--- src/rtl/s32x_sh2_bus_arb_pkg.sv ---
// Shared SH7604/32X types: arbiter state encoding and the SH-2 bus output group.
// The bus group is one packed struct so ownership muxing is a single select.
package s32x_sh2_bus_arb_pkg;

  typedef enum logic [1:0] {
    MST = 2'b00,
    FWD = 2'b01,
    SLV = 2'b10,
    RET = 2'b11
  } ArbState_t;

  typedef struct packed {
    logic [26:0] A;
    logic [31:0] DO;
    logic        BS_N;
    logic [3:0]  CS_N;
    logic        RD_WR_N;
    logic        RD_N;
    logic [3:0]  WE_N;
    logic        IVECF_N;
  } SH2BusOut_t;

endpackage

--- src/rtl/s32x_sh2_bus_arb_if.sv ---
// Bus bundle between the two SH-2 BSCs, the arbiter and the 32X address decoder.
// "slave" is the arbiter's view, "master" is the surrounding system's view.
interface s32x_sh2_bus_arb_if;

  logic [26:0] MST_A, SLV_A, A;
  logic [31:0] MST_DO, SLV_DO, DO;
  logic        MST_BS_N, SLV_BS_N, BS_N;
  logic [3:0]  MST_CS_N, SLV_CS_N, CS_N;
  logic        MST_RD_WR_N, SLV_RD_WR_N, RD_WR_N;
  logic        MST_RD_N, SLV_RD_N, RD_N;
  logic [3:0]  MST_WE_N, SLV_WE_N, WE_N;
  logic        MST_IVECF_N, SLV_IVECF_N, IVECF_N;
  logic        MST_BGR_N, SLV_BREQ_N;
  logic        MST_BRLS_N, SLV_BACK_N;
  logic        MST_WAIT_N, SLV_WAIT_N, WAIT_N;
  logic        OWNER, ERR;

  modport slave (
    input  MST_A, SLV_A, MST_DO, SLV_DO, MST_BS_N, SLV_BS_N, MST_CS_N, SLV_CS_N,
           MST_RD_WR_N, SLV_RD_WR_N, MST_RD_N, SLV_RD_N, MST_WE_N, SLV_WE_N,
           MST_IVECF_N, SLV_IVECF_N, MST_BGR_N, SLV_BREQ_N, WAIT_N,
    output MST_BRLS_N, SLV_BACK_N, MST_WAIT_N, SLV_WAIT_N,
           A, DO, BS_N, CS_N, RD_WR_N, RD_N, WE_N, IVECF_N, OWNER, ERR
  );

  modport master (
    output MST_A, SLV_A, MST_DO, SLV_DO, MST_BS_N, SLV_BS_N, MST_CS_N, SLV_CS_N,
           MST_RD_WR_N, SLV_RD_WR_N, MST_RD_N, SLV_RD_N, MST_WE_N, SLV_WE_N,
           MST_IVECF_N, SLV_IVECF_N, MST_BGR_N, SLV_BREQ_N, WAIT_N,
    input  MST_BRLS_N, SLV_BACK_N, MST_WAIT_N, SLV_WAIT_N,
           A, DO, BS_N, CS_N, RD_WR_N, RD_N, WE_N, IVECF_N, OWNER, ERR
  );

endinterface

--- src/rtl/s32x_sh2_bus_arb_mux.sv ---
// Owner-selected SH-2 bus output mux and WAIT_N return routing.
// Purely combinational, zero latency; the non-owner always sees WAIT_N released.
module s32x_sh2_bus_mux
  import s32x_sh2_bus_arb_pkg::*;
(
  input  SH2BusOut_t mst_bus,
  input  SH2BusOut_t slv_bus,
  input  logic       owner,
  input  logic       wait_n,
  output SH2BusOut_t shr_bus,
  output logic       mst_wait_n,
  output logic       slv_wait_n
);

  assign shr_bus    = owner ? slv_bus : mst_bus;
  assign mst_wait_n = owner ? 1'b1 : wait_n;
  assign slv_wait_n = owner ? wait_n : 1'b1;

endmodule

--- src/rtl/s32x_sh2_bus_arb.sv ---
// Master/slave SH-2 bus arbiter: forwards BREQ->BRLS, BGR->BACK, muxes the owner onto the bus.
// Optional grant watchdog (sticky ERR) built only when S32X_BUS_ARB_WDT_EN is defined.
module s32x_sh2_bus_arb
  import s32x_sh2_bus_arb_pkg::*;
#(
  parameter logic [7:0] WDT_LIMIT = 8'd255
) (
  input  logic CLK,
  input  logic RST,
  input  logic CE_R,
  input  logic CE_F,
  s32x_sh2_bus_arb_if.slave bus
);

  localparam logic [1:0] ST_MST = MST;
  localparam logic [1:0] ST_FWD = FWD;
  localparam logic [1:0] ST_SLV = SLV;
  localparam logic [1:0] ST_RET = RET;

  logic [1:0] state_d, state_q;
  logic       brls_n_d, brls_n_q;
  logic       back_n_d, back_n_q;
  logic       owner_d, owner_q;

  // Rising-phase enable is not needed: the BSC handshake is sampled on CE_F only.
  logic unused_ce;
  assign unused_ce = ^{CE_R, WDT_LIMIT};

  always_comb begin
    state_d  = state_q;
    brls_n_d = brls_n_q;
    back_n_d = back_n_q;
    owner_d  = owner_q;
    case (state_q)
      ST_MST: begin
        if (!bus.SLV_BREQ_N) begin
          brls_n_d = 1'b0;
          state_d  = ST_FWD;
        end
      end
      ST_FWD: begin
        if (bus.SLV_BREQ_N) begin
          brls_n_d = 1'b1;
          state_d  = ST_RET;
        end else if (!bus.MST_BGR_N) begin
          back_n_d = 1'b0;
          owner_d  = 1'b1;
          state_d  = ST_SLV;
        end
      end
      ST_SLV: begin
        if (bus.SLV_BREQ_N) begin
          back_n_d = 1'b1;
          brls_n_d = 1'b1;
          state_d  = ST_RET;
        end
      end
      default: begin
        // Hold ownership until the master drops its grant, so it always gets a window.
        if (bus.MST_BGR_N) begin
          owner_d = 1'b0;
          state_d = ST_MST;
        end
      end
    endcase
  end

  always_ff @(posedge CLK or posedge RST) begin
    if (RST) begin
      state_q  <= ST_MST;
      brls_n_q <= 1'b1;
      back_n_q <= 1'b1;
      owner_q  <= 1'b0;
    end else if (CE_F) begin
      state_q  <= state_d;
      brls_n_q <= brls_n_d;
      back_n_q <= back_n_d;
      owner_q  <= owner_d;
    end
  end

`ifdef S32X_BUS_ARB_WDT_EN
  logic [7:0] wdt_cnt_d, wdt_cnt_q;
  logic       err_d, err_q;

  always_comb begin
    wdt_cnt_d = wdt_cnt_q;
    err_d     = err_q;
    if (state_q == ST_FWD) begin
      if (wdt_cnt_q != 8'hFF) wdt_cnt_d = wdt_cnt_q + 8'd1;
      if (wdt_cnt_d == WDT_LIMIT) err_d = 1'b1;
    end else if (state_d == ST_FWD) begin
      wdt_cnt_d = 8'd0;
    end
  end

  always_ff @(posedge CLK or posedge RST) begin
    if (RST) begin
      wdt_cnt_q <= 8'd0;
      err_q     <= 1'b0;
    end else if (CE_F) begin
      wdt_cnt_q <= wdt_cnt_d;
      err_q     <= err_d;
    end
  end

  assign bus.ERR = err_q;
`else
  assign bus.ERR = 1'b0;
`endif

  SH2BusOut_t mst_bus, slv_bus, shr_bus;

  assign mst_bus = '{A: bus.MST_A, DO: bus.MST_DO, BS_N: bus.MST_BS_N, CS_N: bus.MST_CS_N,
                     RD_WR_N: bus.MST_RD_WR_N, RD_N: bus.MST_RD_N, WE_N: bus.MST_WE_N,
                     IVECF_N: bus.MST_IVECF_N};
  assign slv_bus = '{A: bus.SLV_A, DO: bus.SLV_DO, BS_N: bus.SLV_BS_N, CS_N: bus.SLV_CS_N,
                     RD_WR_N: bus.SLV_RD_WR_N, RD_N: bus.SLV_RD_N, WE_N: bus.SLV_WE_N,
                     IVECF_N: bus.SLV_IVECF_N};

  s32x_sh2_bus_mux u_mux (
    .mst_bus    (mst_bus),
    .slv_bus    (slv_bus),
    .owner      (owner_q),
    .wait_n     (bus.WAIT_N),
    .shr_bus    (shr_bus),
    .mst_wait_n (bus.MST_WAIT_N),
    .slv_wait_n (bus.SLV_WAIT_N)
  );

  assign bus.A          = shr_bus.A;
  assign bus.DO         = shr_bus.DO;
  assign bus.BS_N       = shr_bus.BS_N;
  assign bus.CS_N       = shr_bus.CS_N;
  assign bus.RD_WR_N    = shr_bus.RD_WR_N;
  assign bus.RD_N       = shr_bus.RD_N;
  assign bus.WE_N       = shr_bus.WE_N;
  assign bus.IVECF_N    = shr_bus.IVECF_N;
  assign bus.MST_BRLS_N = brls_n_q;
  assign bus.SLV_BACK_N = back_n_q;
  assign bus.OWNER      = owner_q;

endmodule

--- src/flat_wrapper.sv ---
// flat-port wrapper written by rule: the top's interface ports become plain ports
module s32x_sh2_bus_arb_flat import s32x_sh2_bus_arb_pkg::*;
#(
  parameter logic [7:0] WDT_LIMIT = 8'd255
)
  (CLK, RST, CE_R, CE_F, bus_MST_A, bus_SLV_A, bus_MST_DO, bus_SLV_DO, bus_MST_BS_N, bus_SLV_BS_N, bus_MST_CS_N, bus_SLV_CS_N, bus_MST_RD_WR_N, bus_SLV_RD_WR_N, bus_MST_RD_N, bus_SLV_RD_N, bus_MST_WE_N, bus_SLV_WE_N, bus_MST_IVECF_N, bus_SLV_IVECF_N, bus_MST_BGR_N, bus_SLV_BREQ_N, bus_WAIT_N, bus_MST_BRLS_N, bus_SLV_BACK_N, bus_MST_WAIT_N, bus_SLV_WAIT_N, bus_A, bus_DO, bus_BS_N, bus_CS_N, bus_RD_WR_N, bus_RD_N, bus_WE_N, bus_IVECF_N, bus_OWNER, bus_ERR);
  s32x_sh2_bus_arb_if bus_i ();
  input  logic CLK;
  input  logic RST;
  input  logic CE_R;
  input  logic CE_F;
  input wire logic [$bits(bus_i.MST_A)-1:0] bus_MST_A;
  input wire logic [$bits(bus_i.SLV_A)-1:0] bus_SLV_A;
  input wire logic [$bits(bus_i.MST_DO)-1:0] bus_MST_DO;
  input wire logic [$bits(bus_i.SLV_DO)-1:0] bus_SLV_DO;
  input wire logic [$bits(bus_i.MST_BS_N)-1:0] bus_MST_BS_N;
  input wire logic [$bits(bus_i.SLV_BS_N)-1:0] bus_SLV_BS_N;
  input wire logic [$bits(bus_i.MST_CS_N)-1:0] bus_MST_CS_N;
  input wire logic [$bits(bus_i.SLV_CS_N)-1:0] bus_SLV_CS_N;
  input wire logic [$bits(bus_i.MST_RD_WR_N)-1:0] bus_MST_RD_WR_N;
  input wire logic [$bits(bus_i.SLV_RD_WR_N)-1:0] bus_SLV_RD_WR_N;
  input wire logic [$bits(bus_i.MST_RD_N)-1:0] bus_MST_RD_N;
  input wire logic [$bits(bus_i.SLV_RD_N)-1:0] bus_SLV_RD_N;
  input wire logic [$bits(bus_i.MST_WE_N)-1:0] bus_MST_WE_N;
  input wire logic [$bits(bus_i.SLV_WE_N)-1:0] bus_SLV_WE_N;
  input wire logic [$bits(bus_i.MST_IVECF_N)-1:0] bus_MST_IVECF_N;
  input wire logic [$bits(bus_i.SLV_IVECF_N)-1:0] bus_SLV_IVECF_N;
  input wire logic [$bits(bus_i.MST_BGR_N)-1:0] bus_MST_BGR_N;
  input wire logic [$bits(bus_i.SLV_BREQ_N)-1:0] bus_SLV_BREQ_N;
  input wire logic [$bits(bus_i.WAIT_N)-1:0] bus_WAIT_N;
  output wire logic [$bits(bus_i.MST_BRLS_N)-1:0] bus_MST_BRLS_N;
  output wire logic [$bits(bus_i.SLV_BACK_N)-1:0] bus_SLV_BACK_N;
  output wire logic [$bits(bus_i.MST_WAIT_N)-1:0] bus_MST_WAIT_N;
  output wire logic [$bits(bus_i.SLV_WAIT_N)-1:0] bus_SLV_WAIT_N;
  output wire logic [$bits(bus_i.A)-1:0] bus_A;
  output wire logic [$bits(bus_i.DO)-1:0] bus_DO;
  output wire logic [$bits(bus_i.BS_N)-1:0] bus_BS_N;
  output wire logic [$bits(bus_i.CS_N)-1:0] bus_CS_N;
  output wire logic [$bits(bus_i.RD_WR_N)-1:0] bus_RD_WR_N;
  output wire logic [$bits(bus_i.RD_N)-1:0] bus_RD_N;
  output wire logic [$bits(bus_i.WE_N)-1:0] bus_WE_N;
  output wire logic [$bits(bus_i.IVECF_N)-1:0] bus_IVECF_N;
  output wire logic [$bits(bus_i.OWNER)-1:0] bus_OWNER;
  output wire logic [$bits(bus_i.ERR)-1:0] bus_ERR;
  assign bus_i.MST_A = bus_MST_A;
  assign bus_i.SLV_A = bus_SLV_A;
  assign bus_i.MST_DO = bus_MST_DO;
  assign bus_i.SLV_DO = bus_SLV_DO;
  assign bus_i.MST_BS_N = bus_MST_BS_N;
  assign bus_i.SLV_BS_N = bus_SLV_BS_N;
  assign bus_i.MST_CS_N = bus_MST_CS_N;
  assign bus_i.SLV_CS_N = bus_SLV_CS_N;
  assign bus_i.MST_RD_WR_N = bus_MST_RD_WR_N;
  assign bus_i.SLV_RD_WR_N = bus_SLV_RD_WR_N;
  assign bus_i.MST_RD_N = bus_MST_RD_N;
  assign bus_i.SLV_RD_N = bus_SLV_RD_N;
  assign bus_i.MST_WE_N = bus_MST_WE_N;
  assign bus_i.SLV_WE_N = bus_SLV_WE_N;
  assign bus_i.MST_IVECF_N = bus_MST_IVECF_N;
  assign bus_i.SLV_IVECF_N = bus_SLV_IVECF_N;
  assign bus_i.MST_BGR_N = bus_MST_BGR_N;
  assign bus_i.SLV_BREQ_N = bus_SLV_BREQ_N;
  assign bus_i.WAIT_N = bus_WAIT_N;
  assign bus_MST_BRLS_N = bus_i.MST_BRLS_N;
  assign bus_SLV_BACK_N = bus_i.SLV_BACK_N;
  assign bus_MST_WAIT_N = bus_i.MST_WAIT_N;
  assign bus_SLV_WAIT_N = bus_i.SLV_WAIT_N;
  assign bus_A = bus_i.A;
  assign bus_DO = bus_i.DO;
  assign bus_BS_N = bus_i.BS_N;
  assign bus_CS_N = bus_i.CS_N;
  assign bus_RD_WR_N = bus_i.RD_WR_N;
  assign bus_RD_N = bus_i.RD_N;
  assign bus_WE_N = bus_i.WE_N;
  assign bus_IVECF_N = bus_i.IVECF_N;
  assign bus_OWNER = bus_i.OWNER;
  assign bus_ERR = bus_i.ERR;
  s32x_sh2_bus_arb #(.WDT_LIMIT(WDT_LIMIT)) u_core (.CLK(CLK), .RST(RST), .CE_R(CE_R), .CE_F(CE_F), .bus(bus_i));
endmodule
--- config.mk ---
export PLATFORM = sky130hd
export DESIGN_NAME = s32x_sh2_bus_arb_flat
export DESIGN_NICKNAME = d
export VERILOG_FILES = /design/src/rtl/s32x_sh2_bus_arb_pkg.sv /design/src/rtl/s32x_sh2_bus_arb_if.sv /design/src/rtl/s32x_sh2_bus_arb_mux.sv /design/src/rtl/s32x_sh2_bus_arb.sv /design/src/flat_wrapper.sv
export SDC_FILE = /design/constraint.sdc
export NUM_CORES = 1
export LEC_CHECK = 0
export CAP_MARGIN = 10
export CORE_AREA = 2 2 87 89
export DETAILED_ROUTE_END_ITERATION = 6
export DIE_AREA = 0 0 89 91
export PLACE_DENSITY_LB_ADDON = 0.3
export SYNTH_ARGS = -nofsm -noshare
export SYNTH_HDL_FRONTEND = slang
export SYNTH_HIERARCHICAL = 1
export SYNTH_SLANG_ARGS = --single-unit
--- constraint.sdc ---
create_clock -name CLK -period 5.6 [get_ports CLK]
set_input_delay 0.56 -clock CLK [delete_from_list [all_inputs] [get_ports CLK]]
set_output_delay 0.56 -clock CLK [all_outputs]
set_load 0.02 [all_outputs]
# Word level (Yosys, flattened, before mapping)
# Cells that the tools add are included.
[totals]
register_bits = 5
input_bits = 149
output_inout_bits = 77
[classes]
eq_ne = 8
muxes = 19
n_bitwise = 1
reduce_logical = 11
[ops]
columns = ["cell", "count"]
rows = [
  ["two-way mux 71 bit", 1],
  ["AND reduction 5 bit", 3],
  ["two-way mux 2 bit", 5],
  ["two-way mux 1 bit", 9],
  ["!= test 2 bit, second input constant", 4],
  ["case mux 1 bit (2 select lines)", 3],
  ["case mux 2 bit (3 select lines)", 1],
  ["nonzero test 2 bit", 3],
  ["AND reduction 4 bit", 1],
  ["nonzero test 4 bit", 1],
  ["OR reduction 2 bit", 2],
  ["!= test 3 bit, second input constant", 1],
  ["== test 2 x 1 -> 1 bit, second input constant", 1],
  ["== test 2 bit, second input constant", 1],
  ["zero test 2 bit", 1],
  ["!= test 2 x 1 -> 1 bit, second input constant", 1],
  ["NOT 1 bit", 1],
]

# Logic depth before layout (Yosys ltp)
# Gate-level depths: netlist (run 1).
[logic_depth]
depth_word = 4
mapped_depth = 5
mapped_depth_nobuf = 5

# Hierarchy
# Netlist (run 1), hierarchy kept.
[by_module_without_submodules]
columns = ["mod", "n_inst", "cells_per_inst", "area_each_um2", "seq_area_each_um2"]
rows = [
  ["s32x_sh2_bus_mux", 1, 81, 1218.7, 0.0],
  ["s32x_sh2_bus_arb", 1, 36, 376.6, 127.6],
]

# Worst setup path before layout (run 1)
# Ideal clock, no wire load.
[synth_path]
kind = "register to register"
startpoint = "register u_core.state_q[1]"
endpoint = "register u_core.state_q[0]"
setup_time_ns = 0.125
t_arrival_ns = 1.643
path_slack_ns = 3.832
path_stages_with_launch = 6
path_buffers = 0
synth_period_minus_slack_ns = 1.768
path_cell_list = "dfrtp_1 -> inv_1 -> ha_1 -> or4_1 -> o2111ai_2 -> mux2_4"
[synth_via]
elab_chain_len = 3
[synth_rtl]
columns = ["item", "line", "source"]
rows = [
  ["start, declared", "s32x_sh2_bus_arb.sv:20", "logic [1:0] state_d, state_q;"],
  ["start signal, assigned", "s32x_sh2_bus_arb.sv:75", "state_q <= state_d;"],
  ["== test 2 x 1 -> 1 bit (tied with other cells)", "s32x_sh2_bus_arb.sv:34", "case (state_q)"],
  ["!= test 3 bit (no source line) (tied with other cells)", "-", ""],
  ["AND reduction 5 bit (no source line)", "-", ""],
]
# Parallel ways exist; a longest one is shown, timed or not.
# A chain may end at the register's enable or synchronous reset.

# Worst setup path in the final report (run 1)
[layout_path]
startpoint = "register u_core.owner_q (netlist: u_core/bus.OWNER)"
endpoint = "output bus_DO[9]"
[layout_via]
elab_chain_len = 1
[layout_rtl]
columns = ["item", "line", "source"]
rows = [
  ["start, declared", "s32x_sh2_bus_arb.sv:23", "logic owner_d, owner_q;"],
  ["start signal, assigned", "s32x_sh2_bus_arb.sv:78", "owner_q <= owner_d;"],
  ["two-way mux 71 bit", "s32x_sh2_bus_arb_mux.sv:15", "assign shr_bus = owner ? slv_bus : mst_bus;"],
  ["end, declared", "flat_wrapper.sv:36", "output wire logic [$bits(bus_i.DO)-1:0] bus_DO;"],
]
# Every way passes these cells.

==> reports/metrics.cfg, run 1 <==
[synth]
netlist_area_sq_um = 1600
synth_area_leaders = mux2_4 (66%), buf_12 (8.8%), dfrtp_1 (4.7%)
yosysTopAreaCell = mux2_4
netlist_top_cells_count = mux2_4 (70), buf_12 (7), ha_1 (6)
synth_ff_type = dfrtp_1
synth.avg_cell_area_sq_um = 13.6
yosys_warnings = 6
synth_top_cell_area_share_pct = 65.9
ys_seq_area_share_pct = 8.00
synth_edf_count = 0
syn_inst = 117
synth-async-reset-ratio_pct = 100
synth_nets = 272
ys_ff_latch = 5
synthDistinctLibCells = 25
yosysMostFrequentCell = mux2_4

[cells_and_area]
syn_to_final_growth_pct = 141
fin_util_pct = 53.9
antennaDiodeCount = 0
drive_gt1_share_pct = 24.4
multi_input_area_sq_um = 1300
regArea_sq_um = 131
stdcell_count = 435
nets = 492
final.fill_count = 634

[floorplanning]
die_area_sq_um = 8100
dieWidth_um = 89
io_pins = 226
rows = 31
die_h_um = 91
start_util_pct = 22.4
fp.coreArea_sq_um = 7140

[power]
power_leakage_nw = 1.62
ir_worst_vdd_mv = 0.212
power_frac_comb_pct = 84.2
p_seq_share_pct = 10.5
p_clk_share_pct = 5.4
internal_power_w = 0.000766
total_power_w = 0.00129
p_per_area_nw_per_um2 = 336
power_switching_w = 0.000527
power_switching_share_pct = 40.7

[global_route]
grt_pass1_wl_um = 9700
grt_pass1_vias = 1741
groute.usage.overall_pct = 15.7
antenna_found_initial = 2
grt_start_max_net_pins = 40
overflow = 0

[timing]
finClkSkew_ns = 0.00192
maxSlewHeadroom_pct = 55.2
worst_pin_slew_ns = 0.672
rsz0062_at_grt = false
timing.fmax_mhz = 308
hold_viol = 0
period_share_pct = 58.1
tns_ns = 0
setup_viol = 0
finalWorstPathRequiredPeriod_ns = 3.25
slew_violations = 0

[critical_path]
end_kind = output pin
path_cells = buf_4 > mux2_4 > clkdlybuf4s50_1
worstPathRequired_ns = 5.04
r2r_slack_ns = 3.68
cp_max_fo = 39
max_stage_delay_ns = 0.86
worst_ep_arrival_time_ns = 2.69
cp-start-kind = register
timing.critical_path.buf_inv = 2
path_delay_family = buffers and inverters
worstSetupPathType = register to output pin
cp_slowest_cell = dfrtp_4

[place]
dp_hpwl_um = 6360
numPortBuffers = 223
place_congestion = 0.901
dp_cells = 431

[cts]
cts_max_level = 1
numCtsBuffers = 3
clockRootBuffer = clkbuf_8
worstSkewPairLatency_ns = 0.22
hold_buffers = 0
postCtsSetupRepairBufs = 0
tritoncts = done
cts.repair.resized = 0
cts.clk_slew.worst_paths_ns = 0.04
cts_sinks = 5
cts_buffer_depth = 2

[routing]
drt-pass1-iter-count = 4
initialDrtViolationCount = 11
vias = 1772
drc = 0
routed_wl_um = 7240
ant_nets = 0
avgViaCountPerCell = 4.07
post_drt_wl_per_cell_um = 16.6

[job]
cap_violations = 0

[min_path]
hold_path.class = register to register

[outcome]
status = finished clean

==> final timing paths <==
kind	startpoint	to	cells after the start
max	u_core/bus.OWNER$_DFFE_PP0P_	bus_DO[9]	3
min	u_core/bus.MST_BRLS_N$_DFFE_PP1P_	u_core/bus.MST_BRLS_N$_DFFE_PP1P_	2
max reg2reg	u_core/state_q[1]$_DFFE_PP0P_	u_core/state_q[1]$_DFFE_PP0P_	5
min reg2reg	u_core/bus.MST_BRLS_N$_DFFE_PP1P_	u_core/bus.MST_BRLS_N$_DFFE_PP1P_	2
max in group asynchronous	RST	u_core/bus.MST_BRLS_N$_DFFE_PP1P_	2
min in group asynchronous	RST	u_core/state_q[0]$_DFFE_PP0P_	2
==> tightest hold or removal path: stages (launching register included) <==
cell and delay, ns:
dfstp_2 0.36, o21ai_0 0.07, nand2_1 0.06
==> registers in the layout, indices dropped and copies added (netlist names) <==
| register | cells |
|---|---|
| u_core/state_q | 2 |
| u_core/bus.MST_BRLS_N | 1 |
| u_core/bus.OWNER | 1 |
| u_core/bus.SLV_BACK_N | 1 |
==> stage by stage <==
stage	hold WS (ns)	worst slack, ns	cell area [sq um]
after global routing	0.507	2.26	3850
after floorplan	0.337	3.83	1600
after CTS	0.501	2.32	3850
after global placement	0.484	2.57	3800
final	0.501	2.35	3850
after detailed placement	0.486	2.56	3800
==> power groups by stage <==
| stage | registers (W) | clock network, W | logic, W |
|---|---|---|---|
| floorplan | 0.0000852 | 0 | 0.000790 |
| detailed placement | 0.000136 | 0 | 0.00109 |
| global placement | 0.000134 | 0 | 0.00109 |
| global route | 0.000141 | 0.0000738 | 0.00114 |
| finish | 0.000135 | 0.0000696 | 0.00109 |
| CTS | 0.000136 | 0.0000715 | 0.00110 |
==> routing by layer <==
layer | part of all wire [%] | up-vias | global-route usage (%) | routed length [um]
met5 | 0 | - | 0 | 0
met4 | 1.2 | 0 | 3.23 | 86
met3 | 13 | 8 | 6.45 | 946
met2 | 49 | 109 | 28.0 | 3560
met1 | 37 | 785 | 17.1 | 2650
li1 | - | 870 | - | -
==> layout make-up <==
| type | count | share of cell area, % |
|---|---|---|
| Sequential cell | 5 | 3.41 |
| Clock buffer | 4 | 1.17 |
| Inverter | 3 | 0.293 |
| Timing Repair Buffer | 224 | 58.2 |
| Tap cell | 99 | 3.22 |
| Multi-Input combinational cell | 100 | 33.7 |
==> cell families (layout without fill, tap and decap cells) <==
| group | count (synthesis) | after routing | synth area share, % |
|---|---|---|---|
| compound gates | 9 | 9 | 4.31 |
| simple gates | 10 | 10 | 3.37 |
| fa+ha+maj | 6 | 6 | 4.71 |
| mux | 74 | 74 | 68.7 |
| buf+inv | 12 | 231 | 10.7 |
| flops | 5 | 5 | 8.00 |
| other cells | 1 | 1 | 0.235 |
==> layout by cell type, fill, tap and decap left out, drive strengths merged <==
cell           instances
o2111ai                1
clkdlybuf4s50        223
and3b                  1
inv                    3
ha                     6
clkbuf                 4
o21ai                  3
a21oi                  1
dfrtp                  3
buf                    1
a21boi                 1
a32o                   1
nor2                   1
nand2b                 1
or4                    1
dfstp                  2
mux2                  74
or2                    1
nand2                  3
a21o                   1
conb                   1
nand3                  2
a211oi                 1
Power figures use the tool's default switching activity.
==> inputs of run 2 (changes only) <==
Settings changed: CORE_AREA 2 2 87 89 to default, CORE_ASPECT_RATIO from default to 0.6, CORE_UTILIZATION from default to 25, DIE_AREA 0 0 89 91 to default.
Clock period 5.6 ns to 3.1 ns, I/O delays scaled along.
==> run 2 against run 1 <==
Against the previous run:
- critical path depth unchanged
- sequential share of layout area about the same
- core utilization increased by 8.8 points
- critical path type unchanged
- sequential cell count unchanged
- combinational power increased by 84%
- via count decreased by 0.90%
- critical endpoint is now bus_DO[12]
- clock skew about the same
- die area decreased by 17%
- clock power increased by 70%
- total power increased by 83%
- non-clock buffer count increased by 1
- largest cell class unchanged
==> reports/metrics.cfg, run 2 (synthesized netlist as in run 1, its figures left out) <==
[cts]
cts_max_level = 1
worstSkewPairLatency_ns = 0.22
numCtsBuffers = 3
hold_buffers = 0
cts.clk_slew.worst_paths_ns = 0.03
postCtsSetupRepairBufs = 0
tritoncts = done
clockRootBuffer = clkbuf_8
cts_sinks = 5
cts.repair.resized = 0
cts_buffer_depth = 2

[cells_and_area]
antennaDiodeCount = 0
final_cell_mix = clkdlybuf4s50_1 (223), mux2_4 (70), ha_1 (6)
largest_reg_flops = 2
drive_gt1_share_pct = 24.6
stdcell_count = 421
syn_to_final_growth_pct = 141
final.fill_count = 476
final_common_cell = clkdlybuf4s50_1
fin_area_sq_um = 3850
largest_register = u_core/state_q
nets = 493

[critical_path]
cp-start-kind = register
ff2ff_path_depth = 5
worstPathRequired_ns = 2.79
end_kind = output pin
worstSetupPathType = register to output pin
worst_ep_arrival_time_ns = 2.28
cp_max_fo = 36

[floorplanning]
dieWidth_um = 105
fp.coreArea_sq_um = 6140
die_area_sq_um = 6710
io_pins = 226
start_util_pct = 26.0
die_h_um = 63.9
rows = 22

[global_route]
grt_start_max_net_pins = 37
groute.usage.overall_pct = 19.5
overflow = 0
grt_pass1_wl_um = 10100
antenna_found_initial = 0
grt_pass1_vias = 1705

[timing]
rsz0062_at_grt = false
maxSlewHeadroom_pct = 58.5
finalWorstPathRequiredPeriod_ns = 2.59
hold_viol = 0
tns_ns = 0
whs_ns = 0.299
setup_viol = 0
finClkSkew_ns = 0.00152
worst_pin_slew_ns = 0.622
period_share_pct = 83.5
slew_violations = 0
timing.fmax_mhz = 386

[power]
ir_worst_vdd_mv = 0.491
total_power_w = 0.00236
power_leakage_nw = 1.63
p_per_area_nw_per_um2 = 614

[routing]
ant_nets = 0
avgViaCountPerCell = 4.17
drt-pass1-iter-count = 4
initialDrtViolationCount = 43
post_drt_wl_per_cell_um = 16.6
routed_wl_um = 7000
drc = 0
vias = 1756

[min_path]
hold_path.class = input pin to asynchronous set/reset pin

[place]
place_congestion = 0.866
dp_hpwl_um = 6240
dp_cells = 417
placed_area_sq_um = 3800
numPortBuffers = 223

[outcome]
status = finished clean

[job]
cap_violations = 0

==> run 2: metal layers <==
| layer | track usage, % | up-vias | part of all wire (%) |
|---|---|---|---|
| li1 | - | 873 | - |
| met1 | 25.6 | 821 | 45 |
| met2 | 35.4 | 60 | 51 |
| met3 | 2.86 | 2 | 3.6 |
| met4 | 1.23 | 0 | 0.41 |
| met5 | 0 | - | 0 |
==> run 2: worst max-delay path, stage by stage, from the launching register on <==
cell	delay [ns]
dfrtp_4	0.81
buf_4	0.35
mux2_4	0.32
clkdlybuf4s50_1	0.55
==> run 2: final cells by class <==
class | instances | area (sq um) | area share, %
tap | 84 | 105 | 2.73
inverter | 3 | 11.3 | 0.292
sequential | 5 | 131 | 3.41
timing repair buffer | 225 | 2260 | 58.7
clock buffer | 4 | 45.0 | 1.17
multi-input combinational | 100 | 1300 | 33.7
==> run 2: worst paths after layout <==
| path | start | end | slack (ns) |
|---|---|---|---|
| min | RST | u_core/bus.OWNER$_DFFE_PP0P_ | 0.30 |
| max in group asynchronous | RST | u_core/bus.SLV_BACK_N$_DFFE_PP1P_ | 2.56 |
| min reg2reg | u_core/bus.MST_BRLS_N$_DFFE_PP1P_ | u_core/bus.MST_BRLS_N$_DFFE_PP1P_ | 0.50 |
| max | u_core/bus.OWNER$_DFFE_PP0P_ | bus_DO[12] | 0.51 |
| min in group CLK | u_core/bus.MST_BRLS_N$_DFFE_PP1P_ | u_core/bus.MST_BRLS_N$_DFFE_PP1P_ | 0.50 |
| max reg2reg | u_core/state_q[1]$_DFFE_PP0P_ | u_core/state_q[1]$_DFFE_PP0P_ | 1.20 |
==> run 2: report_power, final <==
| group | switching, W | leakage, nW | internal, W | total (W) |
|---|---|---|---|---|
| combinational | 0.000804 | 1.55 | 0.00120 | 0.00201 |
| clock | 0.0000295 | 0.0228 | 0.0000881 | 0.000118 |
| sequential | 0.000128 | 0.0559 | 0.000108 | 0.000236 |
| total | 0.000962 | 1.63 | 0.00140 | 0.00236 |
==> run 2: stage by stage <==
stage          util (%)  setup slack, ns
6_report           62.7            0.511
3_5_place_dp       62.0            0.733
3_3_place_gp       62.0            0.748
5_1_grt            62.7            0.447
2_1_floorplan         -             1.33
4_1_cts            62.7            0.494
